$ cat src/rtl/alu_pkg.sv
// Shared definitions for the ALU sequencer: widths, opcodes, error bit
// positions and the sequencer FSM state encoding.
package alu_pkg;

  localparam int DATA_W = 16;   // operand width
  localparam int RES_W  = 32;   // ALU result width
  localparam int OP_W   = 4;    // opcode width
  localparam int ERR_W  = 2;    // ALU error flag width
  localparam int CNT_W  = 4;    // settle counter width (covers 1..15)

  localparam logic [OP_W-1:0] OP_ADD = 4'd1;
  localparam logic [OP_W-1:0] OP_SUB = 4'd2;
  localparam logic [OP_W-1:0] OP_MUL = 4'd3;
  localparam logic [OP_W-1:0] OP_DIV = 4'd4;
  localparam logic [OP_W-1:0] OP_MOD = 4'd5;

  localparam int ERR_OVF  = 0;  // add/sub overflow
  localparam int ERR_DIVZ = 1;  // div/mod by zero

  typedef enum logic [1:0] {
    ST_IDLE   = 2'd0,
    ST_SETTLE = 2'd1,
    ST_RESP   = 2'd2
  } state_t;

  // Only ADD..MOD are executed by the ALU; everything else short-circuits.
  function automatic logic is_legal_op(input logic [OP_W-1:0] op);
    return (op >= OP_ADD) && (op <= OP_MOD);
  endfunction

endpackage

$ cat src/rtl/alu_sequencer_if.sv
// Bundle of the command, ALU and response signals of the sequencer.
// slave  = sequencer side, master = environment (command source, ALU,
// response sink).
interface alu_sequencer_if;
  import alu_pkg::*;

  logic                cmd_valid;
  logic                cmd_ready;
  logic [OP_W-1:0]     cmd_op;
  logic [DATA_W-1:0]   cmd_a;
  logic [DATA_W-1:0]   cmd_b;

  logic [DATA_W-1:0]   alu_a;
  logic [DATA_W-1:0]   alu_b;
  logic [OP_W-1:0]     alu_op;
  logic [RES_W-1:0]    alu_c;
  logic [ERR_W-1:0]    alu_err;

  logic                rsp_valid;
  logic                rsp_ready;
  logic [RES_W-1:0]    rsp_c;
  logic [ERR_W-1:0]    rsp_err;
  logic                rsp_illegal;

  logic [ERR_W-1:0]    err_sticky;
  logic                clr_sticky;
  logic [15:0]         op_count;

  modport slave (
    input  cmd_valid, cmd_op, cmd_a, cmd_b,
    output cmd_ready,
    output alu_a, alu_b, alu_op,
    input  alu_c, alu_err,
    output rsp_valid, rsp_c, rsp_err, rsp_illegal,
    input  rsp_ready,
    output err_sticky, op_count,
    input  clr_sticky
  );

  modport master (
    output cmd_valid, cmd_op, cmd_a, cmd_b,
    input  cmd_ready,
    input  alu_a, alu_b, alu_op,
    output alu_c, alu_err,
    input  rsp_valid, rsp_c, rsp_err, rsp_illegal,
    output rsp_ready,
    input  err_sticky, op_count,
    output clr_sticky
  );

endinterface

$ cat src/rtl/alu_settle_timer.sv
// Loadable down-counter; o_done is high while the count is zero.
module alu_settle_timer
  import alu_pkg::*;
(
  input  logic             clk,
  input  logic             rst,
  input  logic             i_load,
  input  logic [CNT_W-1:0] i_load_val,
  input  logic             i_en,
  output logic             o_done
);

  logic [CNT_W-1:0] r_count;

  // Load has priority; otherwise count down while enabled, stopping at zero.
  always_ff @(posedge clk or posedge rst) begin
    if (rst) begin
      r_count <= '0;
    end else if (i_load) begin
      r_count <= i_load_val;
    end else if (i_en && (r_count != '0)) begin
      r_count <= r_count - 1'b1;
    end
  end

  assign o_done = (r_count == '0);

endmodule

$ cat src/rtl/alu_sequencer.sv
// Sequencer that hands one command at a time to an external combinational
// ALU, waits SETTLE_CYCLES edges, captures the result and offers it on a
// valid/ready response port. Illegal opcodes bypass the ALU entirely.
module alu_sequencer
  import alu_pkg::*;
#(
  parameter int unsigned SETTLE_CYCLES = 2
)(
  input  logic            clk,
  input  logic            rst,
  alu_sequencer_if.slave  bus
);

  // The timer is loaded with N-1 so that capture happens on the N-th edge
  // after accept (the accept edge itself is the load).
  localparam logic [CNT_W-1:0] SETTLE_LOAD = CNT_W'(SETTLE_CYCLES - 1);

  state_t             r_state;
  state_t             w_state_next;

  logic               w_cmd_ready;
  logic               w_accept;
  logic               w_legal;
  logic               w_rsp_hs;
  logic               w_capture;
  logic               w_timer_done;

  logic [DATA_W-1:0]  r_alu_a;
  logic [DATA_W-1:0]  r_alu_b;
  logic [OP_W-1:0]    r_alu_op;
  logic [RES_W-1:0]   r_rsp_c;
  logic [ERR_W-1:0]   r_rsp_err;
  logic               r_rsp_illegal;
  logic [ERR_W-1:0]   r_err_sticky;
  logic [15:0]        r_op_count;

  // Ready while idle, or while a response is being consumed this edge.
  assign w_cmd_ready = (r_state == ST_IDLE) ||
                       ((r_state == ST_RESP) && bus.rsp_ready);
  assign w_accept    = bus.cmd_valid && w_cmd_ready;
  assign w_legal     = is_legal_op(bus.cmd_op);
  assign w_rsp_hs    = (r_state == ST_RESP) && bus.rsp_ready;
  assign w_capture   = (r_state == ST_SETTLE) && w_timer_done;

  alu_settle_timer u_timer (
    .clk        (clk),
    .rst        (rst),
    .i_load     (w_accept && w_legal),
    .i_load_val (SETTLE_LOAD),
    .i_en       (r_state == ST_SETTLE),
    .o_done     (w_timer_done)
  );

  // FSM state register.
  always_ff @(posedge clk or posedge rst) begin
    if (rst) begin
      r_state <= ST_IDLE;
    end else begin
      r_state <= w_state_next;
    end
  end

  // FSM next-state: accepts from IDLE or from RESP during a handshake.
  always_comb begin
    w_state_next = r_state;
    case (r_state)
      ST_IDLE: begin
        if (w_accept) begin
          w_state_next = w_legal ? ST_SETTLE : ST_RESP;
        end
      end
      ST_SETTLE: begin
        if (w_timer_done) begin
          w_state_next = ST_RESP;
        end
      end
      ST_RESP: begin
        if (w_rsp_hs) begin
          if (w_accept) begin
            w_state_next = w_legal ? ST_SETTLE : ST_RESP;
          end else begin
            w_state_next = ST_IDLE;
          end
        end
      end
      default: w_state_next = ST_IDLE;
    endcase
  end

  // ALU operand/opcode registers: loaded only on a legal accept, else held.
  always_ff @(posedge clk or posedge rst) begin
    if (rst) begin
      r_alu_a  <= '0;
      r_alu_b  <= '0;
      r_alu_op <= '0;
    end else if (w_accept && w_legal) begin
      r_alu_a  <= bus.cmd_a;
      r_alu_b  <= bus.cmd_b;
      r_alu_op <= bus.cmd_op;
    end
  end

  // Response fields: ALU capture at settle end, or an immediate illegal
  // response; otherwise held so they stay stable under back-pressure.
  always_ff @(posedge clk or posedge rst) begin
    if (rst) begin
      r_rsp_c       <= '0;
      r_rsp_err     <= '0;
      r_rsp_illegal <= 1'b0;
    end else if (w_capture) begin
      r_rsp_c       <= bus.alu_c;
      r_rsp_err     <= bus.alu_err;
      r_rsp_illegal <= 1'b0;
    end else if (w_accept && !w_legal) begin
      r_rsp_c       <= '0;
      r_rsp_err     <= '0;
      r_rsp_illegal <= 1'b1;
    end
  end

  // Sticky error accumulator; a clear on the capture edge keeps only the
  // newly captured error bits.
  always_ff @(posedge clk or posedge rst) begin
    if (rst) begin
      r_err_sticky <= '0;
    end else if (w_capture) begin
      r_err_sticky <= (bus.clr_sticky ? '0 : r_err_sticky) | bus.alu_err;
    end else if (bus.clr_sticky) begin
      r_err_sticky <= '0;
    end
  end

  // Completed-response counter, saturating at all ones.
  always_ff @(posedge clk or posedge rst) begin
    if (rst) begin
      r_op_count <= '0;
    end else if (w_rsp_hs && (r_op_count != 16'hFFFF)) begin
      r_op_count <= r_op_count + 16'd1;
    end
  end

  assign bus.cmd_ready   = w_cmd_ready;
  assign bus.alu_a       = r_alu_a;
  assign bus.alu_b       = r_alu_b;
  assign bus.alu_op      = r_alu_op;
  assign bus.rsp_valid   = (r_state == ST_RESP);
  assign bus.rsp_c       = r_rsp_c;
  assign bus.rsp_err     = r_rsp_err;
  assign bus.rsp_illegal = r_rsp_illegal;
  assign bus.err_sticky  = r_err_sticky;
  assign bus.op_count    = r_op_count;

endmodule

$ cat src/flat_wrapper.sv
// flat-port wrapper written by rule: the top's interface ports become plain ports
module alu_sequencer_flat import alu_pkg::*;
#(
  parameter int unsigned SETTLE_CYCLES = 2
)
  (clk, rst, bus_cmd_valid, bus_cmd_op, bus_cmd_a, bus_cmd_b, bus_cmd_ready, bus_alu_a, bus_alu_b, bus_alu_op, bus_alu_c, bus_alu_err, bus_rsp_valid, bus_rsp_c, bus_rsp_err, bus_rsp_illegal, bus_rsp_ready, bus_err_sticky, bus_op_count, bus_clr_sticky);
  alu_sequencer_if bus_i ();
  input  logic clk;
  input  logic rst;
  input wire logic [$bits(bus_i.cmd_valid)-1:0] bus_cmd_valid;
  input wire logic [$bits(bus_i.cmd_op)-1:0] bus_cmd_op;
  input wire logic [$bits(bus_i.cmd_a)-1:0] bus_cmd_a;
  input wire logic [$bits(bus_i.cmd_b)-1:0] bus_cmd_b;
  output wire logic [$bits(bus_i.cmd_ready)-1:0] bus_cmd_ready;
  output wire logic [$bits(bus_i.alu_a)-1:0] bus_alu_a;
  output wire logic [$bits(bus_i.alu_b)-1:0] bus_alu_b;
  output wire logic [$bits(bus_i.alu_op)-1:0] bus_alu_op;
  input wire logic [$bits(bus_i.alu_c)-1:0] bus_alu_c;
  input wire logic [$bits(bus_i.alu_err)-1:0] bus_alu_err;
  output wire logic [$bits(bus_i.rsp_valid)-1:0] bus_rsp_valid;
  output wire logic [$bits(bus_i.rsp_c)-1:0] bus_rsp_c;
  output wire logic [$bits(bus_i.rsp_err)-1:0] bus_rsp_err;
  output wire logic [$bits(bus_i.rsp_illegal)-1:0] bus_rsp_illegal;
  input wire logic [$bits(bus_i.rsp_ready)-1:0] bus_rsp_ready;
  output wire logic [$bits(bus_i.err_sticky)-1:0] bus_err_sticky;
  output wire logic [$bits(bus_i.op_count)-1:0] bus_op_count;
  input wire logic [$bits(bus_i.clr_sticky)-1:0] bus_clr_sticky;
  assign bus_i.cmd_valid = bus_cmd_valid;
  assign bus_i.cmd_op = bus_cmd_op;
  assign bus_i.cmd_a = bus_cmd_a;
  assign bus_i.cmd_b = bus_cmd_b;
  assign bus_cmd_ready = bus_i.cmd_ready;
  assign bus_alu_a = bus_i.alu_a;
  assign bus_alu_b = bus_i.alu_b;
  assign bus_alu_op = bus_i.alu_op;
  assign bus_i.alu_c = bus_alu_c;
  assign bus_i.alu_err = bus_alu_err;
  assign bus_rsp_valid = bus_i.rsp_valid;
  assign bus_rsp_c = bus_i.rsp_c;
  assign bus_rsp_err = bus_i.rsp_err;
  assign bus_rsp_illegal = bus_i.rsp_illegal;
  assign bus_i.rsp_ready = bus_rsp_ready;
  assign bus_err_sticky = bus_i.err_sticky;
  assign bus_op_count = bus_i.op_count;
  assign bus_i.clr_sticky = bus_clr_sticky;
  alu_sequencer #(.SETTLE_CYCLES(SETTLE_CYCLES)) u_core (.clk(clk), .rst(rst), .bus(bus_i));
endmodule
$ cat config.mk
export PLATFORM = sky130hd
export DESIGN_NAME = alu_sequencer_flat
export DESIGN_NICKNAME = d
export VERILOG_FILES = /design/src/rtl/alu_pkg.sv /design/src/rtl/alu_sequencer_if.sv /design/src/rtl/alu_settle_timer.sv /design/src/rtl/alu_sequencer.sv /design/src/flat_wrapper.sv
export SDC_FILE = /design/constraint.sdc
export NUM_CORES = 1
export LEC_CHECK = 0
export CORE_MARGIN = 10
export CORE_UTILIZATION = 42
export DETAILED_ROUTE_END_ITERATION = 7
export PLACE_DENSITY = 0.8
export SYNTH_ARGS = -nofsm -noshare
export SYNTH_HDL_FRONTEND = slang
export SYNTH_SLANG_ARGS = --single-unit
export TNS_END_PERCENT = 1
$ cat constraint.sdc
create_clock -name clk -period 4.2 [get_ports clk]
set_clock_uncertainty 0.15 [all_clocks]
set_input_delay 0.84 -clock clk [delete_from_list [all_inputs] [get_ports clk]]
set_output_delay 0.84 -clock clk [all_outputs]
set_load 0.02 [all_outputs]
==> results of run 1 <==
## power breakdown
part	switching, W	total (W)	internal, W
registers	0.000212	0.00146	0.00124
logic	0.000837	0.00173	0.000892
clock network	0.000311	0.000704	0.000393
total	0.00136	0.00389	0.00253
## state kept, by name (all words and copies together), names as in the netlist
signal	flops
u_core.r_state	2
u_core.u_timer.r_count	4
u_core.bus.rsp_illegal	1
u_core.bus.rsp_err	2
u_core.bus.err_sticky	2
u_core.bus.alu_a	16
u_core.bus.alu_b	16
u_core.bus.op_count	16
u_core.bus.rsp_c	32
u_core.bus.alu_op	4
## worst max-delay path by stage
stage	from	to
after floorplan	rst	u_core.bus.alu_a[0]
after global placement	bus_rsp_ready	bus_cmd_ready
final	bus_rsp_ready	bus_cmd_ready
after detailed placement	bus_rsp_ready	bus_cmd_ready
after CTS	bus_rsp_ready	bus_cmd_ready
after global routing	bus_rsp_ready	bus_cmd_ready
## metal layers
metal	global-route usage (%)	routed length (um)	up-vias
li1	-	-	1327
met1	18.0	4290	1433
met2	27.9	5630	96
met3	5.12	803	11
met4	4.84	131	0
met5	0	0	-
## cells in the final DEF, fill, tap and decap left out, types with 6 or more instances in the layout
cell type	n
mux2_2	36
nand3_1	6
inv_1	7
xor2_1	9
dfrtp_1	95
xnor2_1	6
clkdlybuf4s50_1	165
clkbuf_8	9
nand2_1	6
buf_4	6
a22o_1	34
nor2_1	7
## worst max-delay path: stages
cell and delay (ns):
clkdlybuf4s50_1 0.57, inv_1 0.10, a21oi_2 0.16, clkdlybuf4s50_1 0.65
## per-stage QoR
step,worst slack (ns),cell area [sq um],cells,hold slack (ns)
after floorplan,0.733,3850,273,0.348
after global placement,0.906,5590,539,0.332
after detailed placement,0.870,5590,539,0.336
after CTS,0.871,5820,554,0.358
after global routing,0.826,5820,554,0.369
final,0.889,5820,554,0.355
## cell type report
class | instances | area [sq um]
well taps | 108 | 135
repair buffers | 171 | 1700
flip-flops and latches | 95 | 2380
clock inverters | 6 | 109
clock buffers | 9 | 124
inverters | 8 | 32.5
fillers | 696 | 2990
multi-input cells | 157 | 1350
## cells by family after synthesis
logic type               Yosys count
adder cells (fa/ha/maj)            3
buffers and inverters             21
XOR/XNOR                          15
flip-flops                        95
AND/OR/NAND/NOR                   54
multiplexers                      37
AO/OA/AOI/OAI                     48
==> key figures, run 1 <==
Run status
  • Outcome: finished, final reports clean

Floorplan
  • # IOs: roughly 170
  • Die X: ~120 um
  • Initial Util: 43.7%
  • Cell Rows: 34
  • Core footprint: just under 0.009 sq mm
  • Die ar.: roughly 0.013 sq mm
  • Die H: 116 um

Min path
  • Hold endpoint: u_core.bus.rsp_c[4]
  • Hold Crit Class: flop to flop
  • Hold Crit Depth: 1
  • Hold path start: u_core.bus.rsp_c[4]

Drt
  • Antenna viol nets, final: 0
  • DRC: 0
  • Routed WL per cell: 19.6 um
  • Via density: approximately 5.2
  • Post-Route WL: roughly 11 mm
  • DRT Pass-1 Iters: 4
  • Initial DRC count: approximately 100
  • DR vias: ~2.9k

Logic synthesis
  • Syn avg cell area: 14.1 sq um
  • Top cells by area, synth: dfrtp_1, mux2_2, a22o_1, xor2_1, buf_6
  • Post-synthesis sequential area ratio: 61.7%
  • Cell Area, Synth: around 0.0039 sq mm
  • Share of the synthesized area in the top cell type: 61.7%
  • Compound-Gate Fraction of Synth Area: approximately a tenth
  • Dominant combinational cell family by area after synthesis: multiplexers
  • XOR/XNOR Fraction of Synth Area: 3.41%
  • Post-synth EDFFs: 0
  • Ys Warns: 0
  • Flops & latches, synth: between 90 and 100
  • Post-synthesis mux area share: between 10% and 20%
  • Yosys cell types: 39
  • Post-Syn Instances: approximately 270
  • Simple-Gate Fraction of Synth Area: about a tenth
  • Most common cell in the netlist: dfrtp_1
  • Synth top cells by count: dfrtp_1, mux2_2, a22o_1, xor2_1, inv_1
  • Syn nets: about 350
  • Top_reg_cell synth: dfrtp_1
  • Asr flop ratio synth: 100%
  • Adder-cell share of the synthesized area: 0.974%
  • Leading area contributor after synthesis: dfrtp_1

Clocking
  • H-tree levels: 3
  • Post_cts resized: 0
  • Root Driver: clkbuf_8
  • CTS tree: built
  • CTS Buffer Depth: 2
  • Clock slew at reported path FFs: about 0.09 ns
  • Setup Buffers After CTS: 0
  • Clk sink count: 95
  • CTS Hold Bufs: 0
  • Total CTS buffers: 9
  • Later-pin clock latency in the skew report: roughly 0.35 ns

Power
  • Leak: roughly 2.5 nW
  • Overall power: roughly 0.004 W
  • Max IR drop VDD: 297 uV
  • Pwr/cell area: ~670 mW/mm^2

Layout
  • Fraction of layout cells with a size suffix above 1: between 10% and 20%
  • Core Util, Final: approximately two thirds
  • Synth-to-layout area growth: 51.1%
  • Nets: 520
  • Diodes inserted: 0

STA
  • Least-Margin Pin Slew: 0.857 ns
  • Highest clock rate: between 300 and 400 MHz
  • Final Max Tran Viols: 0
  • Final Critical Period: 3.31 ns
  • Tcrit/Tclk final: about four fifths
  • Final hold vios: 0
  • Final setup viols: 0
  • RSZ-0062 raised after global routing: no
  • Max transition margin: a little over two fifths
  • Setup TNS: 0 ns

Setup path
  • R2R depth: 6
  • Critical path launch point type: primary input
  • R2R setup slack: approximately 1.8 ns
  • Kind of critical path: primary input to output port
  • WP data required: approximately 3.2 ns
  • Critical path arrival: 2.32 ns
  • Worst reg2reg path startpoint: u_core.u_timer.r_count[0]
  • Reg-to-reg endpoint: u_core.bus.rsp_c[22]
  • Worst Path Max Fanout: 4
  • CP endpoint kind: output port

Flow run
  • Max-Cap Viols: 0

Global routing
  • First-pass GRT wire length: between 15 and 20 mm
  • GRT Total Usage: between 15 and 20%
  • Initial antenna violation count: 0
  • Largest net degree at the start of global routing: between 70 and 80
  • Total gr overflow: 0
  • Vias in the first global route: between 2k and 3k

Placement
  • Detail Placement HPWL: 8.42 mm
  • Port Buffers: 165
  • RePlAce Congestion: roughly 0.79
Note: power is estimated with default switching activity, not from simulation.
==> run 2, diff against run 1 <==
Settings changed: CORE_UTILIZATION 42 to 38, PLACE_DENSITY 0.8 to 0.76.
Clock period 4.2 ns to 2.83 ns, I/O delays scaled along.
==> run 2 against run 1 <==
Setup slack got worse by 0.67 ns. Clock power rose by 25%. Via count fell by 0.35%. Worst hold slack got worse by 0.0053 ns. Wire length fell by 1.1%. Largest power group unchanged. Global-route usage fell by 1.4 points. Cell count rose by 4.7%. Design area rose by 0.24%. Sequential cell count did not move. Die area rose by 8.7%.
==> key figures, run 2 (synthesis results as in run 1) <==
Run status
  • Outcome: finished, final reports clean

Setup path
  • Delay of the slowest cell on the worst path: between 0.6 and 0.7 ns
  • Reg-to-reg endpoint: u_core.bus.rsp_c[28]
  • Kind of critical path: primary input to output port
  • CP endpoint kind: output port
  • Critical path launch point type: primary input
  • R2R setup slack: 0.62 ns
  • Bufs and invs on worst path: 3
  • Worst Path Max Fanout: 2
  • Critical path arrival: roughly 1.9 ns
  • Top delay family on crit path: buffers and inverters
  • WP data required: roughly 2.1 ns
  • Worst reg2reg path startpoint: u_core.u_timer.r_count[0]
  • CP max-delay cell: clkdlybuf4s50_1
  • Crit-path cells: clkdlybuf4s50_1 -> inv_1 -> a21oi_2 -> clkdlybuf4s50_1
  • R2R depth: 6
  • Cell mode on critical path: clkdlybuf4s50_1

Floorplan
  • Die ar.: between 0.01 and 0.015 sq mm
  • Core footprint: 0.00982 sq mm
  • Die H: about 120 um
  • Cell Rows: 36
  • Initial Util: 39.2%
  • Die X: ~120 um
  • # IOs: approximately 170

STA
  • Final hold slack: 0.350 ns
  • Setup ws final: 0.216 ns
  • Max transition margin: 66.2%
  • Setup TNS: 0 ns
  • Final Critical Period: approximately 2.6 ns
  • Final Max Tran Viols: 0
  • Final setup viols: 0
  • Tcrit/Tclk final: slightly above 90%
  • Final hold vios: 0
  • RSZ-0062 raised after global routing: no
  • Highest clock rate: about 380 MHz
  • Least-Margin Pin Slew: a little over 0.5 ns

Global routing
  • Total gr overflow: 0
  • GRT Total Usage: 14.5%
  • First-pass GRT wire length: approximately 17 mm
  • Initial antenna violation count: 0
  • Largest net degree at the start of global routing: between 90 and 100
  • Vias in the first global route: just over 3k

Layout
  • Core Util, Final: about 59%
  • Commonest non-fill, non-tap cells in the layout: clkdlybuf4s50_1, dfrtp_1, mux2_2
  • Area occupied by multi-input gates: between 0.001 and 0.0015 sq mm
  • # fillers: around 830
  • Most common cell after layout, fill and taps aside: clkdlybuf4s50_1
  • Diodes inserted: 0
  • Register area: between 0.002 and 0.0025 sq mm
  • Nets: between 500 and 600
  • Synth-to-layout area growth: 51.4%
  • Fraction of layout cells with a size suffix above 1: 15.0%
  • Max reg flops: 32

Flow run
  • Max-Cap Viols: 0

Clocking
  • Clk sink count: 95
  • Root Driver: clkbuf_8
  • Total CTS buffers: 9
  • Later-pin clock latency in the skew report: between 0.3 and 0.4 ns
  • H-tree levels: 3
  • CTS Buffer Depth: 2
  • CTS Hold Bufs: 0
  • CTS tree: built
  • Setup Buffers After CTS: 0
  • Post_cts resized: 0
  • Clock slew at reported path FFs: ~0.080 ns

Min path
  • Hold path start: u_core.bus.rsp_c[24]
  • Hold Crit Depth: 1
  • Hold Crit Class: flop to flop
  • Hold endpoint: u_core.bus.rsp_c[24]

Power
  • Pwr/cell area: between 900 and 1000 mW/mm^2
  • Max IR drop VDD: about 480 uV
  • Leak: 2.53 nW

Drt
  • Via density: 4.93
  • DR vias: about 2.9k
  • DRT Pass-1 Iters: 4
  • Antenna viol nets, final: 0
  • Routed WL per cell: 18.5 um
  • DRC: 0
  • Initial DRC count: 190
  • Post-Route WL: 10.7 mm

Placement
  • RePlAce Congestion: between 0.8 and 0.9
  • Worst slack, placed: roughly 0.21 ns
  • Detail Placement HPWL: between 8 and 9 mm
  • Port Buffers: around 170
[run 2: where the power goes]
group | internal [W] | switching, W | leakage, nW | total [W]
sequential | 0.00185 | 0.000321 | 1.22 | 0.00217
clock | 0.000412 | 0.000468 | 0.0977 | 0.000880
combinational | 0.00133 | 0.00124 | 1.21 | 0.00257
total | 0.00359 | 0.00203 | 2.53 | 0.00561
[run 2: worst reg2reg max path, cell delays in order (launching register included)]
cell and delay [ns]:
dfrtp_1 0.39, inv_1 0.12, ha_1 0.15, or3b_1 0.47
nor3_4 0.23, buf_4 0.41, a22o_1 0.23
[run 2: final cells by class]
| class | count | area share (%) |
|---|---|---|
| tap | 133 | 2.85 |
| clock buffer | 11 | 2.25 |
| timing repair buffer | 171 | 29.5 |
| sequential | 95 | 40.8 |
| clock inverter | 5 | 0.987 |
| multi-input combinational | 157 | 23.1 |
| inverter | 8 | 0.579 |
[run 2: how the worst max path moves through the flow]
stage	startpoint	endpoint	slack (ns)	cells past startpoint
after CTS	bus_rsp_ready	bus_cmd_ready	0.21	4
after detailed placement	bus_rsp_ready	bus_cmd_ready	0.21	4
after global routing	bus_rsp_ready	bus_cmd_ready	0.13	4
after global placement	bus_rsp_ready	bus_cmd_ready	0.24	4
after floorplan	u_core.bus.op_count[0]	u_core.bus.op_count[1]	0.86	5
final	bus_rsp_ready	bus_cmd_ready	0.22	4
[run 2: metrics by stage]
step / cell area [sq um] / total power (W) / instances
after floorplan: 3860 / 0.00348 / 273
after global placement: 5640 / 0.00473 / 564
after detailed placement: 5640 / 0.00480 / 564
after CTS: 5830 / 0.00570 / 580
after global routing: 5830 / 0.00595 / 580
final: 5830 / 0.00561 / 580
[run 2: layer usage]
| metal | track usage (%) | up-vias | wire, um |
|---|---|---|---|
| met5 | 0 | - | 0 |
| met4 | 3.17 | 0 | 41 |
| met3 | 5.40 | 4 | 796 |
| met2 | 24.7 | 94 | 5450 |
| met1 | 17.1 | 1425 | 4450 |
| li1 | - | 1334 | - |
==> run 3, diff against run 2 <==
Settings changed: SLEW_MARGIN from default to 20.
==> results of run 3 <==
Same layout as run 2: the final DEF is identical, and so are final timing and power.
